[config.mk]
export PLATFORM = sky130hd
export DESIGN_NAME = bgr_startup_seq
export DESIGN_NICKNAME = d
export VERILOG_FILES = /design/src/rtl/bgr_startup_seq.sv
export SDC_FILE = /design/constraint.sdc
export NUM_CORES = 1
export LEC_CHECK = 0
export CELL_PAD_IN_SITES_DETAIL_PLACEMENT = 0
export CELL_PAD_IN_SITES_GLOBAL_PLACEMENT = 1
export CORE_ASPECT_RATIO = 1.2
export CORE_MARGIN = 4
export CORE_UTILIZATION = 40
export CTS_BUF_LIST = sky130_fd_sc_hd__clkbuf_4 sky130_fd_sc_hd__clkbuf_8
export DETAILED_ROUTE_END_ITERATION = 10
export PLACE_DENSITY = 0.78
export REMOVE_ABC_BUFFERS = 1
export SLEW_MARGIN = 10
export SYNTH_ARGS = -nofsm -noshare
export SYNTH_HDL_FRONTEND = slang
export SYNTH_SLANG_ARGS = --single-unit
[constraint.sdc]
create_clock -name clock -period 7.6 [get_ports clock]
set_clock_uncertainty 0.2 [all_clocks]
set_input_delay 1.52 -clock clock [delete_from_list [all_inputs] [get_ports clock]]
set_output_delay 1.52 -clock clock [all_outputs]
set_load 0.05 [all_outputs]
[src/rtl/bgr_startup_seq.sv]
// Start-up sequencer for the user-area bandgap: enable, kick, settle, debounced confirm,
// bounded retries and fault latch. All outputs are registered and decoded from the next state.
module bgr_startup_seq #(
  parameter int unsigned KICK_CYCLES   = 16,
  parameter int unsigned SETTLE_CYCLES = 4000,
  parameter int unsigned DEBOUNCE      = 8,
  parameter int unsigned MAX_RETRY     = 3,
  parameter int unsigned TRIM_W        = 4,
  parameter int unsigned CNT_W         = 16
) (
  input  logic              clock,
  input  logic              resetb,
  input  logic              en_req,
  input  logic              soft_rst,
  input  logic [TRIM_W-1:0] trim_in,
  input  logic              bgr_ok,
  output logic              bgr_en,
  output logic              bgr_kick,
  output logic [TRIM_W-1:0] bgr_trim,
  output logic              ready,
  output logic              fault,
  output logic [2:0]        state,
  output logic [1:0]        retry_cnt
);

  typedef enum logic [2:0] {
    StIdle   = 3'd0,
    StKick   = 3'd1,
    StSettle = 3'd2,
    StCheck  = 3'd3,
    StReady  = 3'd4,
    StFault  = 3'd5
  } state_e;

  localparam int unsigned DbW = $clog2(DEBOUNCE + 1);
  localparam logic [CNT_W-1:0] KickLast   = CNT_W'(KICK_CYCLES - 1);
  localparam logic [CNT_W-1:0] SettleLast = CNT_W'(SETTLE_CYCLES - 1);
  localparam logic [DbW-1:0]   DbLast     = DbW'(DEBOUNCE - 1);

  logic [1:0]        sync_q;
  logic              ok_s;
  logic [2:0]        state_q, state_d;
  logic [CNT_W-1:0]  cnt_q, cnt_d;
  logic [DbW-1:0]    dbc_q, dbc_d;
  logic [1:0]        retry_q, retry_d;
  logic [TRIM_W-1:0] trim_q, trim_d;
  logic              en_q, kick_q, ready_q, fault_q;
  logic              fail;

  assign ok_s = sync_q[1];

  always_comb begin
    state_d = state_q;
    cnt_d   = cnt_q;
    dbc_d   = dbc_q;
    retry_d = retry_q;
    trim_d  = trim_q;
    fail    = 1'b0;
    if (soft_rst || !en_req) begin
      state_d = StIdle;
    end else begin
      case (state_q)
        StIdle: begin
          state_d = StKick;
          trim_d  = trim_in;
          cnt_d   = '0;
        end
        StKick: begin
          if (cnt_q == KickLast) begin
            state_d = StSettle;
            cnt_d   = '0;
          end else begin
            cnt_d = cnt_q + CNT_W'(1);
          end
        end
        StSettle: begin
          if (cnt_q == SettleLast) begin
            state_d = StCheck;
            cnt_d   = '0;
            dbc_d   = '0;
          end else begin
            cnt_d = cnt_q + CNT_W'(1);
          end
        end
        StCheck: begin
          // A confirm on the last timeout cycle still counts as success.
          if (ok_s && dbc_q == DbLast) begin
            state_d = StReady;
            cnt_d   = '0;
            dbc_d   = '0;
          end else if (cnt_q == SettleLast) begin
            fail = 1'b1;
          end else begin
            cnt_d = cnt_q + CNT_W'(1);
            dbc_d = ok_s ? dbc_q + DbW'(1) : '0;
          end
        end
        StReady: begin
          if (!ok_s && dbc_q == DbLast) begin
            fail = 1'b1;
          end else begin
            dbc_d = ok_s ? '0 : dbc_q + DbW'(1);
          end
        end
        StFault: ;
        default: state_d = StIdle;
      endcase
      if (fail) begin
        retry_d = (retry_q == 2'd3) ? 2'd3 : retry_q + 2'd1;
        cnt_d   = '0;
        dbc_d   = '0;
        state_d = ({30'b0, retry_d} == MAX_RETRY) ? StFault : StKick;
      end
    end
    // IDLE owns no attempt history and drives every output low, trim included.
    if (state_d == StIdle) begin
      cnt_d   = '0;
      dbc_d   = '0;
      retry_d = '0;
      trim_d  = '0;
    end
  end

  always_ff @(posedge clock) begin
    if (!resetb) begin
      sync_q  <= '0;
      state_q <= StIdle;
      cnt_q   <= '0;
      dbc_q   <= '0;
      retry_q <= '0;
      trim_q  <= '0;
      en_q    <= 1'b0;
      kick_q  <= 1'b0;
      ready_q <= 1'b0;
      fault_q <= 1'b0;
    end else begin
      sync_q  <= {sync_q[0], bgr_ok};
      state_q <= state_d;
      cnt_q   <= cnt_d;
      dbc_q   <= dbc_d;
      retry_q <= retry_d;
      trim_q  <= trim_d;
      en_q    <= state_d inside {StKick, StSettle, StCheck, StReady};
      kick_q  <= (state_d == StKick);
      ready_q <= (state_d == StReady);
      fault_q <= (state_d == StFault);
    end
  end

  assign bgr_en    = en_q;
  assign bgr_kick  = kick_q;
  assign bgr_trim  = trim_q;
  assign ready     = ready_q;
  assign fault     = fault_q;
  assign state     = state_q;
  assign retry_cnt = retry_q;

endmodule

==> results of run 1 <==
==> worst paths after layout <==
check,cells past startpoint,end,slack [ns],startpoint
min reg2reg,1,sync_q[1],0.25,sync_q[0]
max reg2reg,6,cnt_q[10],4.89,cnt_q[6]
max,6,cnt_q[10],3.78,en_req
min,1,sync_q[1],0.25,sync_q[0]
==> cell usage in the layout, fill, tap and decap left out, types with 3 or more instances in the layout <==
cell type and n:
sky130_fd_sc_hd__nor2_1 26, sky130_fd_sc_hd__nor3_1 6, sky130_fd_sc_hd__nor4_1 4, sky130_fd_sc_hd__nand2_1 22
sky130_fd_sc_hd__nand3_1 13, sky130_fd_sc_hd__and2_1 6, sky130_fd_sc_hd__nand3b_1 7, sky130_fd_sc_hd__nor2b_1 3
sky130_fd_sc_hd__inv_1 11, sky130_fd_sc_hd__dfxtp_1 35, sky130_fd_sc_hd__nand4_1 4, sky130_fd_sc_hd__clkbuf_8 5
sky130_fd_sc_hd__and3_1 6, sky130_fd_sc_hd__mux2i_1 4, sky130_fd_sc_hd__a21oi_1 11, sky130_fd_sc_hd__o21ai_0 8
sky130_fd_sc_hd__xnor2_1 7, sky130_fd_sc_hd__clkdlybuf4s50_1 21
==> power groups by stage <==
stage	sequential [mW]	clock, mW	combinational (mW)
2_1_floorplan	0.193	0	0.00843
3_3_place_gp	0.190	0	0.0203
3_5_place_dp	0.190	0	0.0203
4_1_cts	0.186	0.173	0.0204
5_1_grt	0.186	0.179	0.0221
6_report	0.186	0.166	0.0201
==> state kept, by name, indices dropped and copies added (netlist names) <==
name	count
bgr_kick	1
bgr_trim	4
ready	1
sync_q	2
state	3
bgr_en	1
dbc_q	4
cnt_q	16
fault	1
retry_cnt	2
==> stage by stage <==
stage          utilization, %  std cells  power [mW]  worst slack [ns]
2_1_floorplan               -        213       0.201              4.15
4_1_cts                  50.2        298       0.379              3.42
3_5_place_dp             47.6        290       0.210              3.11
3_3_place_gp             47.6        290       0.210              3.18
6_report                 50.3        298       0.372              3.78
5_1_grt                  50.3        298       0.387              3.47
==> worst max-delay path: cells and delay by family <==
kind | cells | cell delay, ns
AOI/OAI and AO/OA | 1 | 0.10
buffers and inverters | 1 | 0.47
and+or+nand+nor | 4 | 1.76
==> area by class of cell <==
class	instances	area share [%]
repair buffers	21	9.72
flip-flops and latches	35	32.4
inverters	11	1.91
multi-input cells	167	47.5
well taps	56	3.24
clock inverters	3	2.03
clock buffers	5	3.18
==> logic make-up after synthesis <==
group	after synthesis	share of synthesized area, %
compound gates	36	13.4
buf+inv	17	3.71
xor+xnor	8	3.92
fa+ha+maj	2	1.40
mux	4	2.24
flops	35	39.2
simple gates	117	36.2
==> routing by layer <==
metal | up-vias | global-route usage [%]
met1 | 747 | 17.1
met2 | 21 | 25.8
li1 | 824 | -
met4 | 0 | 4.69
met3 | 4 | 3.96
met5 | - | 0
==> flow_summary.yaml, run 1 <==
outcome:
  status: "complete, no violations"
setup_path:
  worst_ep_required_time_ns: 7.63
  critical_path.endpoint_type: "flip-flop"
  critical_path_arrival_ns: 3.85
  startpoint_type: "primary input"
  sequence_of_cells_on_the_critical_path: "clkdlybuf4s50_1 > nor2b_1 > nand3_1 > nor3_2 > and3_1 > a221o_1"
  critical_path.max_fanout: 12
  slowest_stage: "sky130_fd_sc_hd__nor3_2"
  cpPeakStageDelay_ns: 0.73
  setup.worst_path.class: "primary input to flip-flop"
cts:
  tritoncts_sinks: 35
  cts_made_buffers: 5
  insertion_delay_ns: 0.29
  cts_htree_levels: 2
  cts.repair_timing.setup_buffer_count: 0
  cts_tree: "done"
  post_cts_resized: 0
  cts_hold_buffers: 0
  clock_tree.buffer_depth: 2
  cts-root-buf: "sky130_fd_sc_hd__clkbuf_8"
  clk_slew_on_worst_s_h_paths_ns: 0.07
routing:
  detailroute.wirelength.met3_um: 125
  routedLengthMet1_mm: 1.79
  via_count: 1596
  route.detailed.drc: 0
  route.met2.wl_mm: 1.93
  total_length_of_routed_wires_mm: 3.89
  detail_route.vias_per_cell: 5.36
  firstDrtPassIters: 4
  topRoutingLayerUsed: "met4"
  wire_per_inst_um: 13.1
  first_iteration_detailed_routing_drc_count: 135
  postRouteAntennaNets: 0
global_route:
  antenna_found_initial: 0
  overflow: 0
  grtUsageTotal_pct: 14.6
  global_route_wire_length_before_repair_mm: 6.61
  maximum_number_of_pins_on_one_net_before_global_route_repair: 18
  first_global_vias: 1443
floorplanning:
  initial_core_utilization_pct: 41.7
  horizontal_die_dimension_um: 69.1
  chipHeight_um: 81.3
  core_mm2: 0.00429
  floorplan.die_area_mm2: 0.00561
  io_pins: 22
  rows: 26
sta:
  rsz0062_at_grt: "false"
  final.hold.worst_slack_ns: 0.252
  final.setup.tns_ns: 0
  post-route-min-period_ns: 3.82
  timing.max_slew.rel_slack_pct: 51.6
  timing.final.hold_violations: 0
  report.final.slew_viol_count: 0
  finalSetupViolations: 0
  max_freq_mhz: 262
  actual_transition_at_the_worst_max_transition_pin_ns: 0.722
  timing.final.crit_share_pct: 50.2
synth:
  synthFlopType: "sky130_fd_sc_hd__dfxtp_1"
  post_synth_inst_count: 219
  yosys.area.top_type: "sky130_fd_sc_hd__dfxtp_1"
  syn-cell-area_mm2: 0.00179
  synth_commonest_cells: "sky130_fd_sc_hd__dfxtp_1, sky130_fd_sc_hd__nor2_1, sky130_fd_sc_hd__nand2_1"
  synth-edff-count: 0
  synth_seq_area_share_pct: 39.2
  post-synth-top-area-fraction_pct: 39.2
  synth.most_common_cell: "sky130_fd_sc_hd__dfxtp_1"
  async_flop_share_pct: 0
  yosys_register_bits: 35
  yosys.cell_types.count: 46
  ys_warn_count: 0
  synth.top_cells.by_area: "sky130_fd_sc_hd__dfxtp_1, sky130_fd_sc_hd__nor2_1, sky130_fd_sc_hd__nand2_1"
  avgSynthCellArea_um2: 8.17
layout:
  number_of_nets_in_the_final_layout: 252
  final_area_mm2: 0.00216
  layout-drive-gt1-share_pct: 7.85
  insertedDiodeCount: 0
  area_used_by_multi_input_combinational_logic_mm2: 0.00103
  layout.area.seq_um2: 701
  fillers: 437
  area_delta_synth_final_pct: 20.8
pwr:
  power_switching_share_pct: 21.9
  power.ir.vdd_worst_v: 0.000125
  leakagePower_nw: 0.740
  power.switching_mw: 0.0813
  pwr_per_cell_area_mw_per_mm2: 172
  pwr-share-seq_pct: 49.9
  p_int_mw: 0.291
  clock_power_share_pct: 44.7
  power.combinational.fraction_pct: 5.4
flow_run:
  drv_cap: 0
placement:
  port_buffers: 21
  detailed_place_hpwl_mm: 2.89
  placement.cell_area_mm2: 0.00204
  globalplace.congestion: 0.778
worst_hold_path:
  hold_path_class: "flip-flop to flip-flop"
Power figures use the tool's default switching activity.
==> run 2, diff against run 1 <==
Clock period 7.6 ns to 3.62 ns, I/O delays scaled along.
==> run 2 against run 1 <==
  * Critical path depth is 5 lower
  * Sequential power is 110% higher
  * Sequential cell count stayed put
  * Combinational power is 110% higher
  * Largest power group unchanged
  * Register-to-register slack worse by 4.0 ns
  * First-iteration DRC count is 35% lower
  * Non-clock buffer count is 2 higher
  * Wire length is 0.13% higher
==> flow_summary.yaml, run 2 (synthesis gave the netlist of run 1 again) <==
global_route:
  first_global_vias: 1445
  global_route_wire_length_before_repair_mm: 6.70
  overflow: 0
  grtUsageTotal_pct: 14.9
  maximum_number_of_pins_on_one_net_before_global_route_repair: 18
  antenna_found_initial: 0
setup_path:
  setup.worst_path.class: "flip-flop to output port"
  startpoint_type: "flip-flop"
  crit_path_depth: 1
  r2r.worst_path.cells: 7
  critical_path_arrival_ns: 1.82
  critical_path.top_delay_family: "buffers and inverters"
  critical_path.endpoint_type: "output port"
  critical_path.max_fanout: 17
  worst_ep_required_time_ns: 2.70
  slowest_stage: "sky130_fd_sc_hd__clkdlybuf4s50_1"
  sequence_of_cells_on_the_critical_path: "clkdlybuf4s50_1"
  cpPeakStageDelay_ns: 0.90
  cp_num_buf_inv: 1
pwr:
  p_int_mw: 0.629
  pwr-share-seq_pct: 48.8
  power.combinational.fraction_pct: 5.3
  pwr_per_cell_area_mw_per_mm2: 367
  power.ir.vdd_worst_v: 0.000277
  clock_power_share_pct: 45.9
  power_switching_share_pct: 21.3
  leakagePower_nw: 0.752
  power.switching_mw: 0.170
routing:
  route.detailed.drc: 0
  total_length_of_routed_wires_mm: 3.90
  via_count: 1585
  postRouteAntennaNets: 0
  wire_per_inst_um: 13.0
  detail_route.vias_per_cell: 5.28
  firstDrtPassIters: 4
  first_iteration_detailed_routing_drc_count: 88
sta:
  finalSetupViolations: 0
  max_freq_mhz: 364
  final.setup.tns_ns: 0
  timing.max_slew.rel_slack_pct: 59.4
  post-route-min-period_ns: 2.75
  timing.final.crit_share_pct: 75.9
  actual_transition_at_the_worst_max_transition_pin_ns: 0.603
  rsz0062_at_grt: "false"
  timing.final.hold_violations: 0
  report.final.slew_viol_count: 0
  worst_slack_ns: 0.873
layout:
  fillers: 453
  regMostFlops: "cnt_q"
  area_delta_synth_final_pct: 21.7
  largest_register_ffs: 16
  final_core_util_pct: 50.7
  insertedDiodeCount: 0
  most_common_cell_after_layout_fill_and_taps_aside: "sky130_fd_sc_hd__dfxtp_1"
  layout-drive-gt1-share_pct: 8.20
  number_of_nets_in_the_final_layout: 254
  final_cell_mix: "sky130_fd_sc_hd__dfxtp_1, sky130_fd_sc_hd__nor2_1, sky130_fd_sc_hd__nand2_1"
floorplanning:
  chipHeight_um: 81.3
  rows: 26
  io_pins: 22
  floorplan.die_area_mm2: 0.00561
  core_mm2: 0.00429
  initial_core_utilization_pct: 41.7
  horizontal_die_dimension_um: 69.1
cts:
  cts.repair_timing.setup_buffer_count: 0
  cts_made_buffers: 5
  insertion_delay_ns: 0.29
  clock_tree.buffer_depth: 2
  clk_slew_on_worst_s_h_paths_ns: 0.07
  cts-root-buf: "sky130_fd_sc_hd__clkbuf_8"
  cts_htree_levels: 2
  tritoncts_sinks: 35
  post_cts_resized: 0
  cts_tree: "done"
  cts_hold_buffers: 0
placement:
  globalplace.congestion: 0.799
  port_buffers: 21
  detailed_place_hpwl_mm: 2.90
  pre_cts_ws_ns: 0.806
flow_run:
  drv_cap: 0
worst_hold_path:
  hold_path_class: "flip-flop to flip-flop"
  hold-path-cell-count: 1
outcome:
  status: "complete, no violations"
## run 2: cell count changes in the layout (fill, tap and decap cells not counted), sizes merged
cell    before  now
buf          0    2
clkinv       2    1
clkbuf       5    6
## run 2: per-stage QoR
step	total power [mW]	std cells	area, um^2	hold slack (ns)
6_report	0.799	300	2180	0.232
5_1_grt	0.828	300	2180	0.241
4_1_cts	0.809	300	2180	0.235
3_5_place_dp	0.442	292	2060	0.219
3_3_place_gp	0.442	292	2060	0.227
2_1_floorplan	0.422	213	1760	0.212
## run 2: area by class of cell
type | instances | area (um^2) | share of cell area, %
Inverter | 11 | 41.3 | 1.90
Clock inverter | 2 | 35.0 | 1.61
Tap cell | 56 | 70.1 | 3.22
Timing Repair Buffer | 23 | 225 | 10.3
Sequential cell | 35 | 701 | 32.2
Multi-Input combinational cell | 167 | 1020 | 47.0
Clock buffer | 6 | 82.6 | 3.79
## run 2: routing by layer
| metal | vias up | wire [um] | GRT usage [%] |
|---|---|---|---|
| met2 | 24 | 1850 | 24.6 |
| li1 | 828 | - | - |
| met3 | 7 | 129 | 3.96 |
| met5 | - | 0 | 0 |
| met1 | 726 | 1850 | 18.2 |
| met4 | 0 | 72 | 6.45 |
## run 2: final timing paths
kind              from        end  slack [ns]
max           state[1]   state[1]        0.87
max reg2reg   cnt_q[6]  cnt_q[10]        0.91
min reg2reg  sync_q[0]  sync_q[1]        0.23
min          sync_q[0]  sync_q[1]        0.23
## run 2: power by group through the flow
stage / sequential, mW / combinational (mW) / clock, mW
after global routing: 0.390 / 0.0466 / 0.392
final: 0.390 / 0.0427 / 0.367
after floorplan: 0.405 / 0.0177 / 0
after CTS: 0.390 / 0.0432 / 0.376
after global placement: 0.399 / 0.0430 / 0
after detailed placement: 0.399 / 0.0430 / 0
